$ cat src/rtl/kmer_extender_seq.sv
// Sequential k-mer extender: holds a sequence window and turns a batch of
// k-mer indices into centred, edge-clamped fragments, one per handshake.
module kmer_extender_seq #(
  parameter int KMER_LEN      = 4,
  parameter int FRAG_LEN      = 8,
  parameter int BASE_LEN      = 4,
  parameter int MEM_BASES     = 32,
  parameter int MEM_LEN       = MEM_BASES * BASE_LEN,
  parameter int INDICES_COUNT = 2,
  parameter int INDICE_LEN    = $clog2(MEM_BASES),
  parameter int SLOT_LEN      = (INDICES_COUNT > 1) ? $clog2(INDICES_COUNT) : 1
) (
  input  logic                                clk,
  input  logic                                rst,
  input  logic                                mem_valid,
  output logic                                mem_ready,
  input  logic [MEM_LEN-1:0]                  mem_data,
  input  logic                                idx_valid,
  output logic                                idx_ready,
  input  logic [INDICES_COUNT*INDICE_LEN-1:0] idx_data,
  output logic                                out_valid,
  input  logic                                out_ready,
  output logic [FRAG_LEN*BASE_LEN-1:0]        out_frag,
  output logic [SLOT_LEN-1:0]                 out_slot,
  output logic                                out_clamped,
  output logic                                out_err,
  output logic                                out_last,
  output logic                                busy
);

  localparam int FLANK  = (FRAG_LEN - KMER_LEN) / 2;
  localparam int FRAG_W = FRAG_LEN * BASE_LEN;
  localparam int SW     = INDICE_LEN + 2;

  localparam logic signed [SW-1:0] FLANK_S = SW'(FLANK);
  localparam logic signed [SW-1:0] MAX_S   = SW'(MEM_BASES - FRAG_LEN);
  localparam logic [INDICE_LEN-1:0] MAX_START = INDICE_LEN'(MEM_BASES - FRAG_LEN);
  localparam logic [INDICE_LEN-1:0] ERR_LIM   = INDICE_LEN'(MEM_BASES - KMER_LEN);
  localparam logic [SLOT_LEN-1:0]   LAST_SLOT = SLOT_LEN'(INDICES_COUNT - 1);

  typedef enum logic {IDLE, RUN} state_t;

  state_t state_q, state_d;

  logic                                     mem_loaded;
  logic [MEM_LEN-1:0]                       win_q;
  logic [INDICES_COUNT-1:0][INDICE_LEN-1:0] idx_q;

  logic                   mem_hs, idx_hs, out_hs, at_last;
  logic [SLOT_LEN-1:0]    slot_nx;
  logic [INDICE_LEN-1:0]  cur_idx, start;
  logic signed [SW-1:0]   raw_s;
  logic                   lo_clip, hi_clip, idx_bad;
  logic [MEM_LEN-1:0]     shifted;
  logic [FRAG_W-1:0]      frag_d;
  logic                   clamp_d;

  always_ff @(posedge clk or posedge rst) begin
    if (rst) state_q <= IDLE;
    else     state_q <= state_d;
  end

  always_comb begin
    state_d   = state_q;
    mem_ready = 1'b0;
    idx_ready = 1'b0;
    busy      = 1'b0;
    unique case (state_q)
      IDLE: begin
        mem_ready = 1'b1;
        idx_ready = mem_loaded & ~mem_valid;
        if (idx_valid & mem_loaded & ~mem_valid) state_d = RUN;
      end
      RUN: begin
        busy = 1'b1;
        if (out_valid & out_ready & (out_slot == LAST_SLOT)) state_d = IDLE;
      end
    endcase
  end

  assign mem_hs  = mem_valid & mem_ready;
  assign idx_hs  = idx_valid & idx_ready;
  assign out_hs  = out_valid & out_ready;
  assign at_last = (out_slot == LAST_SLOT);
  assign slot_nx = out_slot + SLOT_LEN'(1);

  // The fragment is computed for whichever index loads next:
  // slot 0 of an incoming batch, or the following latched slot.
  always_comb begin
    cur_idx = idx_hs ? idx_data[INDICE_LEN-1:0] : idx_q[slot_nx];
    raw_s   = $signed({2'b00, cur_idx}) - FLANK_S;
    lo_clip = raw_s[SW-1];
    hi_clip = raw_s > MAX_S;
    idx_bad = cur_idx > ERR_LIM;
    if (lo_clip)      start = '0;
    else if (hi_clip) start = MAX_START;
    else              start = raw_s[INDICE_LEN-1:0];
    shifted = win_q << (32'(start) * BASE_LEN);
    frag_d  = idx_bad ? '0 : shifted[MEM_LEN-1 -: FRAG_W];
    clamp_d = ~idx_bad & (lo_clip | hi_clip);
  end

  always_ff @(posedge clk or posedge rst) begin
    if (rst) begin
      mem_loaded  <= 1'b0;
      win_q       <= '0;
      idx_q       <= '0;
      out_valid   <= 1'b0;
      out_frag    <= '0;
      out_slot    <= '0;
      out_clamped <= 1'b0;
      out_err     <= 1'b0;
      out_last    <= 1'b0;
    end else begin
      if (mem_hs) begin
        win_q      <= mem_data;
        mem_loaded <= 1'b1;
      end
      if (idx_hs) begin
        idx_q       <= idx_data;
        out_valid   <= 1'b1;
        out_slot    <= '0;
        out_frag    <= frag_d;
        out_clamped <= clamp_d;
        out_err     <= idx_bad;
        out_last    <= (LAST_SLOT == '0);
      end else if (out_hs) begin
        if (at_last) begin
          out_valid <= 1'b0;
        end else begin
          out_slot    <= slot_nx;
          out_frag    <= frag_d;
          out_clamped <= clamp_d;
          out_err     <= idx_bad;
          out_last    <= (slot_nx == LAST_SLOT);
        end
      end
    end
  end

endmodule

$ cat config.mk
export PLATFORM = sky130hd
export DESIGN_NAME = kmer_extender_seq
export DESIGN_NICKNAME = d
export VERILOG_FILES = /design/src/rtl/kmer_extender_seq.sv
export SDC_FILE = /design/constraint.sdc
export NUM_CORES = 1
export LEC_CHECK = 0
export BUFFER_PORTS_ARGS = -buffer_cell sky130_fd_sc_hd__clkbuf_2
export CORE_ASPECT_RATIO = 1.2
export CORE_UTILIZATION = 55
export DETAILED_ROUTE_END_ITERATION = 8
export GPL_TIMING_DRIVEN = 0
export HOLD_SLACK_MARGIN = 0.12
export PLACE_DENSITY = 0.76
export SLEW_MARGIN = 10
export SYNTH_ARGS = -nofsm -noshare
export SYNTH_HDL_FRONTEND = slang
export SYNTH_SLANG_ARGS = --single-unit
$ cat constraint.sdc
create_clock -name clk -period 7.95 [get_ports clk]
set_input_delay 1.59 -clock clk [delete_from_list [all_inputs] [get_ports clk]]
set_output_delay 1.59 -clock clk [all_outputs]
set_load 0.005 [all_outputs]
==> key figures <==
Outcome
  – Status: finished with violations
  – Failing checks: DRC

Power and ir drop
  – Sequential Power Share: 47.8%
  – Internal power: 1.47 mW
  – Clock Power Share: 43.0%
  – Net switching power: between 0.5 and 0.6 mW
  – Leakage: between 7 and 8 nW
  – Peak supply drop: 138 uV
  – Combinational power share: 9.2%
  – Sw Ratio: between 20% and 30%
  – Power per Cell Area: 144 mW/mm^2

Clock tree
  – Num CTS Buffers: 17
  – Postcts setup bufs: 0
  – CTS tree: done
  – Clock Sinks: 177
  – CTS Root Cell: clkbuf_16
  – Cts repair resizes: 0
  – CTS H-Tree Depth: 4
  – Clk slew on worst S/H paths: about 0.08 ns
  – Post-CTS Hold Fix Bufs: 0
  – Clock buffer depth: 2
  – Clk Latency, worst-skew pair: 0.45 ns

Worst setup path
  – Cells on worst reg2reg path: 17
  – Start-to-end type of the worst setup path: input pin to register
  – Crit. End Element: register
  – Nature of the critical path startpoint: input pin
  – WP data required: around 8.3 ns
  – CP Max Fanout: 10
  – WP data arrival: 6.58 ns

Global route
  – Vias in the first global route: ~12000
  – Largest net degree at the start of global routing: 91
  – First-pass GRT wire length: 82400 um
  – Grt ovf: 0
  – Initial antenna violation count: 2
  – GRT Total Usage: 50.0%

Drt
  – # DRC: 9
  – Via-per-instance ratio: 7.34
  – DRT Pass-1 Iters: 9
  – Routed Antenna Nets: 0
  – Final wirelength: 57400 um
  – Detailed Route Iter0 Violations: ~1900
  – Average routed wire per standard cell: around 33 um
  – Vias: 12700

Floorplan
  – Die height: 166 um
  – Core Box Area: 0.0219 mm^2
  – Die Wd: around 140 um
  – Die ar.: 0.0231 mm^2
  – Row count: 59
  – Ports: 183
  – Initial core utilization: between 50% and 60%

Placement
  – Hpwl dp: 41700 um
  – Gpl congestion: 1.07
  – Port Buffers: 182
  – Post-DP Area: about 0.014 mm^2
  – Pre-CTS setup slack: between 1.5 and 2 ns

Logic synthesis
  – Post-synth ARST share: 100%
  – Netlist cell types: 72
  – EDFF count, synth: 0
  – Top_reg_cell synth: dfrtp_1
  – Synth area leaders: dfrtp_1 36%, mux2i_1 19%, mux2_2 14%, nand2_1 5.7%, a21oi_1 1.8%
  – Synth top area share: 35.9%
  – Synth area leader: dfrtp_1
  – #FFs+latches synth: 177
  – Syn avg cell area: 9.93 um^2
  – Post-synthesis cell count: ~1200
  – Syn_nets: 1389
  – Mapped cell area: ~0.012 mm^2
  – Post-synthesis sequential area ratio: 35.9%
  – Synthesis Warnings: 0

Hold path
  – Worst hold path cell count: 2
  – Worst Hold Class: register to register

Timing
  – RSZ-0062 raised after global routing: no
  – Setup Viol. Count Final: 0
  – Least-Margin Pin Slew: around 1.3 ns
  – Fin crit period: 6.24 ns
  – Max-slew violation count: 0
  – Worst rel slew slack: 12.5%
  – Hold_ws: between 0.4 and 0.5 ns
  – Part of the cycle the worst path needs: 78.5%
  – Skew final: 0.0145 ns
  – Max Freq: 160 MHz
  – Final setup margin: 1.71 ns
  – Final hold viol count: 0

Layout
  – Synth-to-Final Area Change: 15.2%
  – Final-layout fill cell count: 1815
  – Final Util: 65.1%
  – Layout cells sized above 1: 29.9%
  – Nets: roughly 1600
  – Inserted Diodes: 0
  – Final Cell Area: 0.0142 mm^2

Run
  – MaxCap Viol Count: 0
-- cell usage after synthesis, types with 4 or more instances --
library cell    n
mux2i_1       235
nand4_1         8
a22o_1         10
a211oi_1        9
o31a_1          4
a31oi_1        14
nand3_1        31
a22oi_1        16
o221ai_1       11
buf_4          17
a21oi_1        45
inv_1          12
a221o_1         6
dfrtp_1       177
o31ai_1         4
a221oi_1       13
nand2_1       187
o21ai_0        33
and3_1          8
o22ai_1        18
nor3_1         11
a311oi_1        9
or3_1           6
and2_1          7
mux2_2        151
nor2_1         42
buf_2          24
clkbuf_1       32
buf_6          13
o211ai_1       16
-- layer usage --
| metal | share of wire, % | GRT usage [%] | vias to the layer above |
|---|---|---|---|
| met3 | 13 | 17.4 | 394 |
| met1 | 35 | 60.2 | 6148 |
| met2 | 42 | 73.8 | 1124 |
| met5 | 0.023 | 0 | - |
| li1 | - | - | 5054 |
| met4 | 9.1 | 37.6 | 2 |
-- logic make-up (layout without fill, tap and decap cells) --
group           after synthesis  count (layout)  share of synthesized area [%]
compound gates              249             249                           14.5
simple gates                326             326                           11.7
fa+ha+maj                     2               2                          0.203
buf+inv                     103             318                           4.86
flops                       177             177                           35.9
mux                         387             387                           32.9
-- through the flow --
step | TNS (ns) | instances | total power, mW
3_3_place_gp | -52.84 | 1700 | 1.17
2_1_floorplan | 0 | 1244 | 1.08
3_5_place_dp | 0 | 1702 | 1.18
5_1_grt | 0 | 1733 | 2.09
6_report | 0 | 1733 | 2.05
4_1_cts | 0 | 1733 | 2.03
-- layout by cell type (no fill, tap or decap), drive strengths merged, types with 4 or more instances in the layout --
cell type,instances
o211ai,16
mux2,151
a21oi,45
a221o,6
nand3,31
o31a,4
nor2,45
and2,8
inv,20
a31oi,14
clkbuf,231
and3,8
nor3,11
or3,6
a22oi,17
nand2,188
mux2i,236
clkinv,4
o221ai,11
o22ai,19
dfrtp,177
nand4,8
o31ai,4
o21ai,35
buf,61
a221oi,14
a311oi,9
a211oi,9
a22o,10
-- worst max-delay path, stage by stage --
cell	delay, ns
clkbuf_2	0.11
nand4bb_1	0.11
buf_2	0.23
buf_2	0.28
mux2i_1	0.31
ha_1	0.40
clkbuf_1	0.38
nor2_1	0.09
a31oi_1	0.32
o211a_1	0.31
buf_4	0.25
buf_6	0.24
buf_6	0.27
mux2i_1	0.58
mux2i_1	0.23
o221ai_1	0.48
a31oi_1	0.16
a22o_1	0.23
-- flip-flops by register name (all words and copies together), names as in the netlist --
signal and cells:
win_q 128, out_frag 32, idx_q 10, mem_loaded 1
out_clamped 1, out_err 1, out_last 1, out_slot 1
out_valid 1, state_q 1
-- power groups by stage --
stage | registers, mW | clock network, mW | logic, mW
global placement | 0.992 | 0 | 0.177
global route | 0.980 | 0.905 | 0.203
floorplan | 0.973 | 0 | 0.111
detailed placement | 0.993 | 0 | 0.184
finish | 0.979 | 0.879 | 0.189
CTS | 0.975 | 0.868 | 0.185
-- path summary, 6_finish.rpt --
kind | to | startpoint | slack, ns
min reg2reg | out_frag[16] | out_frag[16] | 0.49
min | out_frag[16] | out_frag[16] | 0.49
min in group asynchronous | win_q[71] | rst | 1.20
max in group asynchronous | out_frag[20] | rst | 5.87
max reg2reg | out_frag[22] | state_q | 2.49
max | out_frag[22] | mem_valid | 1.71
-- final cells by class --
class / instances / area [um^2] / share of cell area (%)
Buffer: 91 / 556 / 3.90
Clock buffer: 17 / 425 / 2.99
Clock inverter: 14 / 150 / 1.06
Inverter: 12 / 52.6 / 0.369
Multi-Input combinational cell: 964 / 7320 / 51.5
Sequential cell: 177 / 4430 / 31.1
Tap cell: 274 / 343 / 2.41
Timing Repair Buffer: 184 / 950 / 6.67
(Power assumes the default switching activity.)
